**config.mk**
```make
export PLATFORM = sky130hd
export DESIGN_NAME = bitty_fetch_ctrl
export DESIGN_NICKNAME = d
export VERILOG_FILES = /design/src/rtl/bitty_fetch_ctrl.sv
export SDC_FILE = /design/constraint.sdc
export NUM_CORES = 1
export LEC_CHECK = 0
export BUFFER_PORTS_ARGS = -buffer_cell sky130_fd_sc_hd__buf_2
export CAP_MARGIN = 20
export CORE_ASPECT_RATIO = 0.8
export CORE_MARGIN = 3
export CORE_UTILIZATION = 50
export DETAILED_ROUTE_END_ITERATION = 12
export PLACE_DENSITY = 0.76
export SLEW_MARGIN = 20
export SYNTH_ARGS = -nofsm -noshare
export SYNTH_HDL_FRONTEND = slang
export SYNTH_SLANG_ARGS = --single-unit
export TNS_END_PERCENT = 10
```
**constraint.sdc**
```tcl
create_clock -name clk -period 6 [get_ports clk]
set_clock_uncertainty 0.15 [all_clocks]
set_input_delay 0.6 -clock clk [delete_from_list [all_inputs] [get_ports clk]]
set_output_delay 0.6 -clock clk [all_outputs]
set_load 0.005 [all_outputs]
```
**src/rtl/bitty_fetch_ctrl.sv**
```systemverilog
// Instruction sequencer for bitty: fetches words, resolves branch/halt locally, issues the rest and awaits done.
// Latency: run 3 cycles after mem_rd with 1-cycle memory; mem_rd held until mem_valid; done watchdog trips TIMEOUT cycles after WAIT entry.
module bitty_fetch_ctrl #(
  parameter int ADDR_W  = 8,
  parameter int TIMEOUT = 255
) (
  input  logic              clk,
  input  logic              reset,
  input  logic              start,
  input  logic [ADDR_W-1:0] start_pc,
  input  logic              halt_req,
  output logic [ADDR_W-1:0] mem_addr,
  output logic              mem_rd,
  input  logic [15:0]       mem_rdata,
  input  logic              mem_valid,
  output logic [15:0]       instr,
  output logic              run,
  input  logic              done,
  input  logic [15:0]       result,
  output logic [ADDR_W-1:0] pc,
  output logic              busy,
  output logic              halted,
  output logic              error
);

  localparam logic [7:0]        WDOG_LIMIT = 8'(TIMEOUT);
  localparam logic [ADDR_W-1:0] PC_ONE     = ADDR_W'(1);

  typedef enum logic [2:0] {
    S_IDLE,
    S_FETCH,
    S_DECODE,
    S_ISSUE,
    S_WAIT,
    S_HALTED,
    S_ERROR
  } state_t;

  state_t            state_q, state_d;
  logic [ADDR_W-1:0] pc_q, pc_d;
  logic [15:0]       ir_q, ir_d;
  logic [15:0]       instr_q, instr_d;
  logic [15:0]       last_q, last_d;
  logic [7:0]        wdog_q, wdog_d;
  logic              br_taken;
  logic [ADDR_W-1:0] br_target;

  assign br_target = ir_q[4 +: ADDR_W];

  // Branch condition is evaluated on the result of the last issued instruction.
  always_comb begin
    case (ir_q[3:2])
      2'b00:   br_taken = (last_q == 16'd0);
      2'b01:   br_taken = ($signed(last_q) > 16'sd0);
      2'b10:   br_taken = last_q[15];
      default: br_taken = 1'b0;
    endcase
  end

  always_comb begin
    state_d = state_q;
    pc_d    = pc_q;
    ir_d    = ir_q;
    instr_d = instr_q;
    last_d  = last_q;
    wdog_d  = wdog_q;
    case (state_q)
      S_IDLE, S_HALTED: begin
        if (start) begin
          pc_d    = start_pc;
          state_d = S_FETCH;
        end
      end
      S_FETCH: begin
        if (mem_valid) begin
          ir_d    = mem_rdata;
          state_d = S_DECODE;
        end
      end
      S_DECODE: begin
        if (ir_q == 16'hFFFF) begin
          state_d = S_HALTED;
        end else if (ir_q[1:0] == 2'b10) begin
          pc_d    = br_taken ? br_target : pc_q + PC_ONE;
          state_d = halt_req ? S_HALTED : S_FETCH;
        end else begin
          instr_d = ir_q;
          state_d = S_ISSUE;
        end
      end
      S_ISSUE: begin
        wdog_d  = 8'd0;
        state_d = S_WAIT;
      end
      S_WAIT: begin
        // A done in the last allowed cycle takes priority over the timeout.
        wdog_d = wdog_q + 8'd1;
        if (done) begin
          last_d  = result;
          pc_d    = pc_q + PC_ONE;
          state_d = halt_req ? S_HALTED : S_FETCH;
        end else if (wdog_d == WDOG_LIMIT) begin
          state_d = S_ERROR;
        end
      end
      S_ERROR: state_d = S_ERROR;
      default: state_d = S_IDLE;
    endcase
  end

  always_ff @(posedge clk or negedge reset) begin
    if (!reset) begin
      state_q <= S_IDLE;
      pc_q    <= '0;
      ir_q    <= 16'd0;
      instr_q <= 16'd0;
      last_q  <= 16'd0;
      wdog_q  <= 8'd0;
    end else begin
      state_q <= state_d;
      pc_q    <= pc_d;
      ir_q    <= ir_d;
      instr_q <= instr_d;
      last_q  <= last_d;
      wdog_q  <= wdog_d;
    end
  end

  assign pc       = pc_q;
  assign mem_addr = pc_q;
  assign instr    = instr_q;
  assign mem_rd   = (state_q == S_FETCH);
  assign run      = (state_q == S_ISSUE);
  assign busy     = (state_q == S_FETCH) || (state_q == S_DECODE) ||
                    (state_q == S_ISSUE) || (state_q == S_WAIT);
  assign halted   = (state_q == S_HALTED);
  assign error    = (state_q == S_ERROR);

endmodule
```
**Word-level counts from Yosys, hierarchy flattened**

Cells that the tools add are included.

- Bits in registers: 67
- Word-level logic and storage cells: 58
- Output and inout bits: 37
- Input bits: 46

- Reductions and logical operators: 14
- Equality and inequality tests: 17
- Multiplexer cells: 16
- $add $sub $neg: 2
- Bitwise operators: 2
- $lt $le $gt $ge: 1

Operators with widths:

| cell | count |
|---|---|
| 8-bit 2-to-1 mux | 5 |
| 8-bit one-hot mux with 3 select lines | 1 |
| 3-bit 2-to-1 mux | 7 |
| 3-bit one-hot mux with 6 select lines | 1 |
| 8-bit by 1-bit adder with 8-bit output (second input constant) | 2 |
| 16-bit equality test (second input constant) | 1 |
| 16-bit by 1-bit greater-than comparator with 1-bit output (second input constant) | 1 |
| 16-bit logical NOT | 1 |
| 8-bit one-hot mux with 2 select lines | 1 |
| 3-bit equality test (second input constant) | 3 |
| 8-bit equality test (second input constant) | 1 |
| 2-bit inequality test (second input constant) | 4 |
| 3-bit by 2-bit equality test with 1-bit output (second input constant) | 2 |
| 3-bit AND reduction | 2 |
| 5-bit AND reduction | 1 |
| 2-bit equality test (second input constant) | 2 |
| 2-bit AND reduction | 2 |
| 3-bit by 1-bit equality test with 1-bit output (second input constant) | 1 |
| 3-bit logical NOT | 1 |
| 1-bit logical OR | 3 |
| 3-bit inequality test (second input constant) | 1 |
| 1-bit one-hot mux with 3 select lines | 1 |
| 3-bit nonzero test | 1 |
| 2-bit by 1-bit equality test with 1-bit output (second input constant) | 1 |
| 5 further kinds | 6 |

**Logic depth before layout (Yosys ltp)**

- Depth in word-level cells: 6
- Mapped depth: 7
- Depth with buffers taken out: 6

**Least setup slack after synthesis**

OpenSTA, ideal clock, no wires.

- Path kind: register to register
- From: register last_q[15]
- To: register pc_q[4] (netlist: mem_addr[4])
- Setup slack: 4013 ps
- Cell stages (with the launch flop): 8
- Period minus slack after synthesis: 1987 ps
- Setup time: 134 ps
- Data required time: 5716 ps
- Arrival time: 1702 ps
- Cell sequence: dfrtp_1 > nor4_2 > nand4_1 > mux2_4 > buf_6 > a32o_1 > a32oi_1 > o211ai_1

- Word-level cells in the longest chain between the ends: 6
- Elaborated cells between the ends (all ways): 7
- Those cells by class: order compare: 1; mux: 5; reduce/logical: 1

Ends and longest elaborated chain:

| item | line | text |
|---|---|---|
| start: declaration | 43 | `logic [15:0] last_q, last_d;` |
| start signal: assignment | 124 | `last_q <= last_d;` |
| 16-bit by 1-bit greater-than comparator with 1-bit output / 16-bit logical NOT (equally long branches) | 54, 53 |  |
| 1-bit one-hot mux with 3 select lines * | 52 | `case (ir_q[3:2])` |
| 8-bit 2-to-1 mux * | 84 | `pc_d = br_taken ? br_target : pc_q + PC_ONE;` |
| 8-bit 2-to-1 mux * | 83 | `end else if (ir_q[1:0] == 2'b10) begin` |
| 8-bit 2-to-1 mux * | 81 | `if (ir_q == 16'hFFFF) begin` |
| 8-bit one-hot mux with 3 select lines * | 67 | `case (state_q)` |
| end signal: assignment | 121 | `pc_q <= pc_d;` |
| end: declaration | 40 | `logic [ADDR_W-1:0] pc_q, pc_d;` |

Every way passes the cells marked *; elsewhere a longest branch is shown, timed or not. The select of a mux whose other input is x is not followed.
A chain may end at the register's enable or synchronous reset.

**Worst setup path after layout**

- From: register state_q[1]
- To: register instr_q[14] (netlist: instr[14])

- Word-level cells in the longest chain between the ends: 2

Ends and longest elaborated chain:

| item | line | text |
|---|---|---|
| start: declaration | 39 | `state_t state_q, state_d;` |
| start signal: assignment | 120 | `state_q <= state_d;` |
| 3-bit by 2-bit equality test with 1-bit output | 67 |  |
| 3-bit AND reduction (no line) | n/a |  |
| end signal: assignment | 123 | `instr_q <= instr_d;` |
| end: declaration | 42 | `logic [15:0] instr_q, instr_d;` |

No other way between the ends.

==> run_results.csv <==
group,metric,value,unit
setup_path,worst_ep_arrival_time,2.94,ns
global_route,grt_usage,20.47,%
detailed_routing,drc,0,
floorplan,core_area,6474,sq um
synth,synth_top_cell_area_share,49.78,%
clock_tree,cts_tree,"done",
synth,synth_top_family_by_area,"multiplexers",
layout,fin_nets,428,
global_route,busiest_layer,"met1",
synth,synthArstFlopShare,100.0,%
global_route,met3_usage,6.900,%
clock_tree,root_buffer,"clkbuf_8",
global_route,met1_usage,28.98,%
global_route,grt_antenna_before_repair,0,
synth,synth_xor_area_share,1.820,%
global_route,grt_pass1_vias,2536,
layout,diodes,0,
timing,slew_violations,0,
run_status,status,"completed",
synth,syn_area_per_cell,10.94,sq um
synth,synth_edf_count,0,
power_and_ir_drop,p_leak,1.786,nW
synth,synth-compound-area-share,11.85,%
timing,slew_headroom,44.39,%
floorplan,die-area,7764,sq um
placed_design,io_buffer_count,82,
synth,synth_area_leaders,"dfrtp_1, mux2_2, o21ai_0",
setup_path,crit_buf_inv,0,
synth,synth_cells,308,
placed_design,routabilityCongestion,0.8344,
timing,period_minus_slack,2.851,ns
flow_run,cap_violations,0,
setup_path,required,6.09,ns
power_and_ir_drop,powerDensity,527.8,nW/um^2
detailed_routing,firstDrtPassIters,4,
detailed_routing,viasPerCell,5.739,
timing,holdWs,0.2725,ns
setup_path,slowest_stage,"nor2_2",
timing,tns,0,ns
detailed_routing,finalWirelength,7576,um
timing,setup_viol,0,
timing,hold_viol,0,
clock_tree,cts_made_buffers,9,
clock_tree,cts_setup_buffers,0,
hold_path,hold_path_class,"in2async",
synth,synth_fa_ha_area_share,1.114,%
timing,finalCritPeriodShare,47.51,%
clock_tree,clk_latency,0.35,ns
global_route,grt_first_pass_wirelength,12500,um
setup_path,worstSetupStartpointType,"flip-flop",
clock_tree,cts_resized,0,
synth,netlist_area,3368,sq um
synth,yosysTopAreaCell,"dfrtp_1",
floorplan,io_pins,83,
synth,ys_types,51,
synth,synth_common_cells,"dfrtp_1, mux2_2, nor2_1",
synth,synth.mux.area_fraction,16.49,%
layout,areaGrowthSynthToFinish,18.46,%
detailed_routing,vias,2686,
floorplan,fp.dieH,79.41,um
global_route,use_met2,28.86,%
setup_path,path_class,"reg2reg",
clock_tree,clk_pin_slew,0.08,ns
clock_tree,htree_levels,3,
global_route,grt_max_degree,68,
setup_path,path_delay_family,"simple AND/OR/NAND/NOR gates",
timing,fmax,350.8,MHz
timing,max_slew.worst_pin.slew,0.8342,ns
detailed_routing,wl_per_cell,16.19,um
synth,syn_nets,357,
floorplan,die_x,97.77,um
layout,nFillCells,540,
synth,yosys.area_share.simple,14.41,%
clock_tree,cts_buffer_depth,2,
clock_tree,clock-sinks,67,
clock_tree,cts-hold-fix-buffers,0,
placed_design,dpl.hpwl,5476,um
layout,drive_above_1_share,40.63,%
setup_path,crit_fanout,17,
setup_path,cp_cell_sequence,"nor3b_2 > o21ai_0 > nor2_2 > mux2_2",
synth,yosysWarnings,0,
power_and_ir_drop,ir_drop,280.2,uV
setup_path,worst_setup_path_end_kind,"flip-flop",
synth,ys_seq_area_share,49.78,%
setup_path,slowest_delay,0.69,ns
timing,rsz0062_at_grt,"no",
global_route,overflow,0,
synth,synth_seq_cells,67,
detailed_routing,antenna_left,0,
synth,synth_most_common_cell,"dfrtp_1",
synth,ys.flop_type,"dfrtp_1",
floorplan,rows,26,
floorplan,start_util,52.03,%
detailed_routing,drt_iter0_markers,183,
metrics by stage:
stage | instances | utilization (%) | total power, W | instance area (sq um) | setup slack (ns)
6_report | 468 | 61.64 | 0.002106 | 3990 | 3.149
5_1_grt | 468 | 61.64 | 0.002263 | 3990 | 2.863
4_1_cts | 468 | 61.56 | 0.002110 | 3985 | 2.729
3_5_place_dp | 452 | 58.10 | 0.001687 | 3761 | 2.757
3_3_place_gp | 452 | 58.10 | 0.001643 | 3761 | 2.810
2_1_floorplan | 308 | - | 0.001432 | 3368 | 4.013
per-layer routing:
layer	vias to the layer above	part of all wire, %
li1	1261	-
met4	0	2.1
met3	15	7.8
met1	1301	46
met5	-	0
met2	109	44
cell families (layout without fill, tap and decap cells):
family / after synthesis / count (layout)
AOI/OAI and AO/OA: 59 / 59
xor gates and xnor gates: 7 / 7
adders and majority gates: 3 / 3
buffers and inverters: 29 / 105
DFF: 67 / 67
muxes: 49 / 49
and+or+nand+nor: 94 / 94
area by class of cell:
class | count | area (sq um) | share of cell area, %
Multi-Input combinational cell | 212 | 1544 | 38.70
Inverter | 6 | 22.52 | 0.5644
Clock inverter | 7 | 100.1 | 2.509
Tap cell | 84 | 105.1 | 2.634
Clock buffer | 9 | 123.9 | 3.104
Sequential cell | 67 | 1677 | 42.02
Timing Repair Buffer | 83 | 417.9 | 10.47
worst paths after layout:
check | startpoint | end | slack [ns] | depth (start not counted)
max | state_q[1] | instr[14] | 3.15 | 4
min | reset | mem_addr[6] | 0.27 | 2
max reg2reg | state_q[1] | instr[14] | 3.15 | 4
min reg2reg | instr[7] | instr[7] | 0.36 | 1
max in group asynchronous | reset | last_q[4] | 4.88 | 2
min in group clk | mem_rdata[1] | ir_q[1] | 0.32 | 3
worst reg2reg max path, cell delays in order, from the launching register on:
cell	delay, ns
dfrtp_1	0.57
nor3b_2	0.62
o21ai_0	0.29
nor2_2	0.69
mux2_2	0.42
cell usage in the layout (no fill, tap or decap), types with 6 or more instances in the layout:
master    count
dfrtp_1      67
nand3_1      12
nor2_1       22
o21ai_0      18
buf_2        82
nand2_1      21
nand4_1       8
a21oi_1       8
mux2_2       48
inv_1         6
clkbuf_8      9
state kept, by name, summed over array words and instances, names as in the netlist:
name      flops
state_q       3
wdog_q        8
mem_addr      8
last_q       16
instr        16
ir_q         16
report_power, final:
group	switching, W	total [W]	internal, W
Combinational	0.000380	0.000797	0.000417
Sequential	0.000225	0.000888	0.000663
Clock	0.000183	0.000421	0.000237
Total	0.000788	0.00211	0.00132
Power figures use the tool's default switching activity.
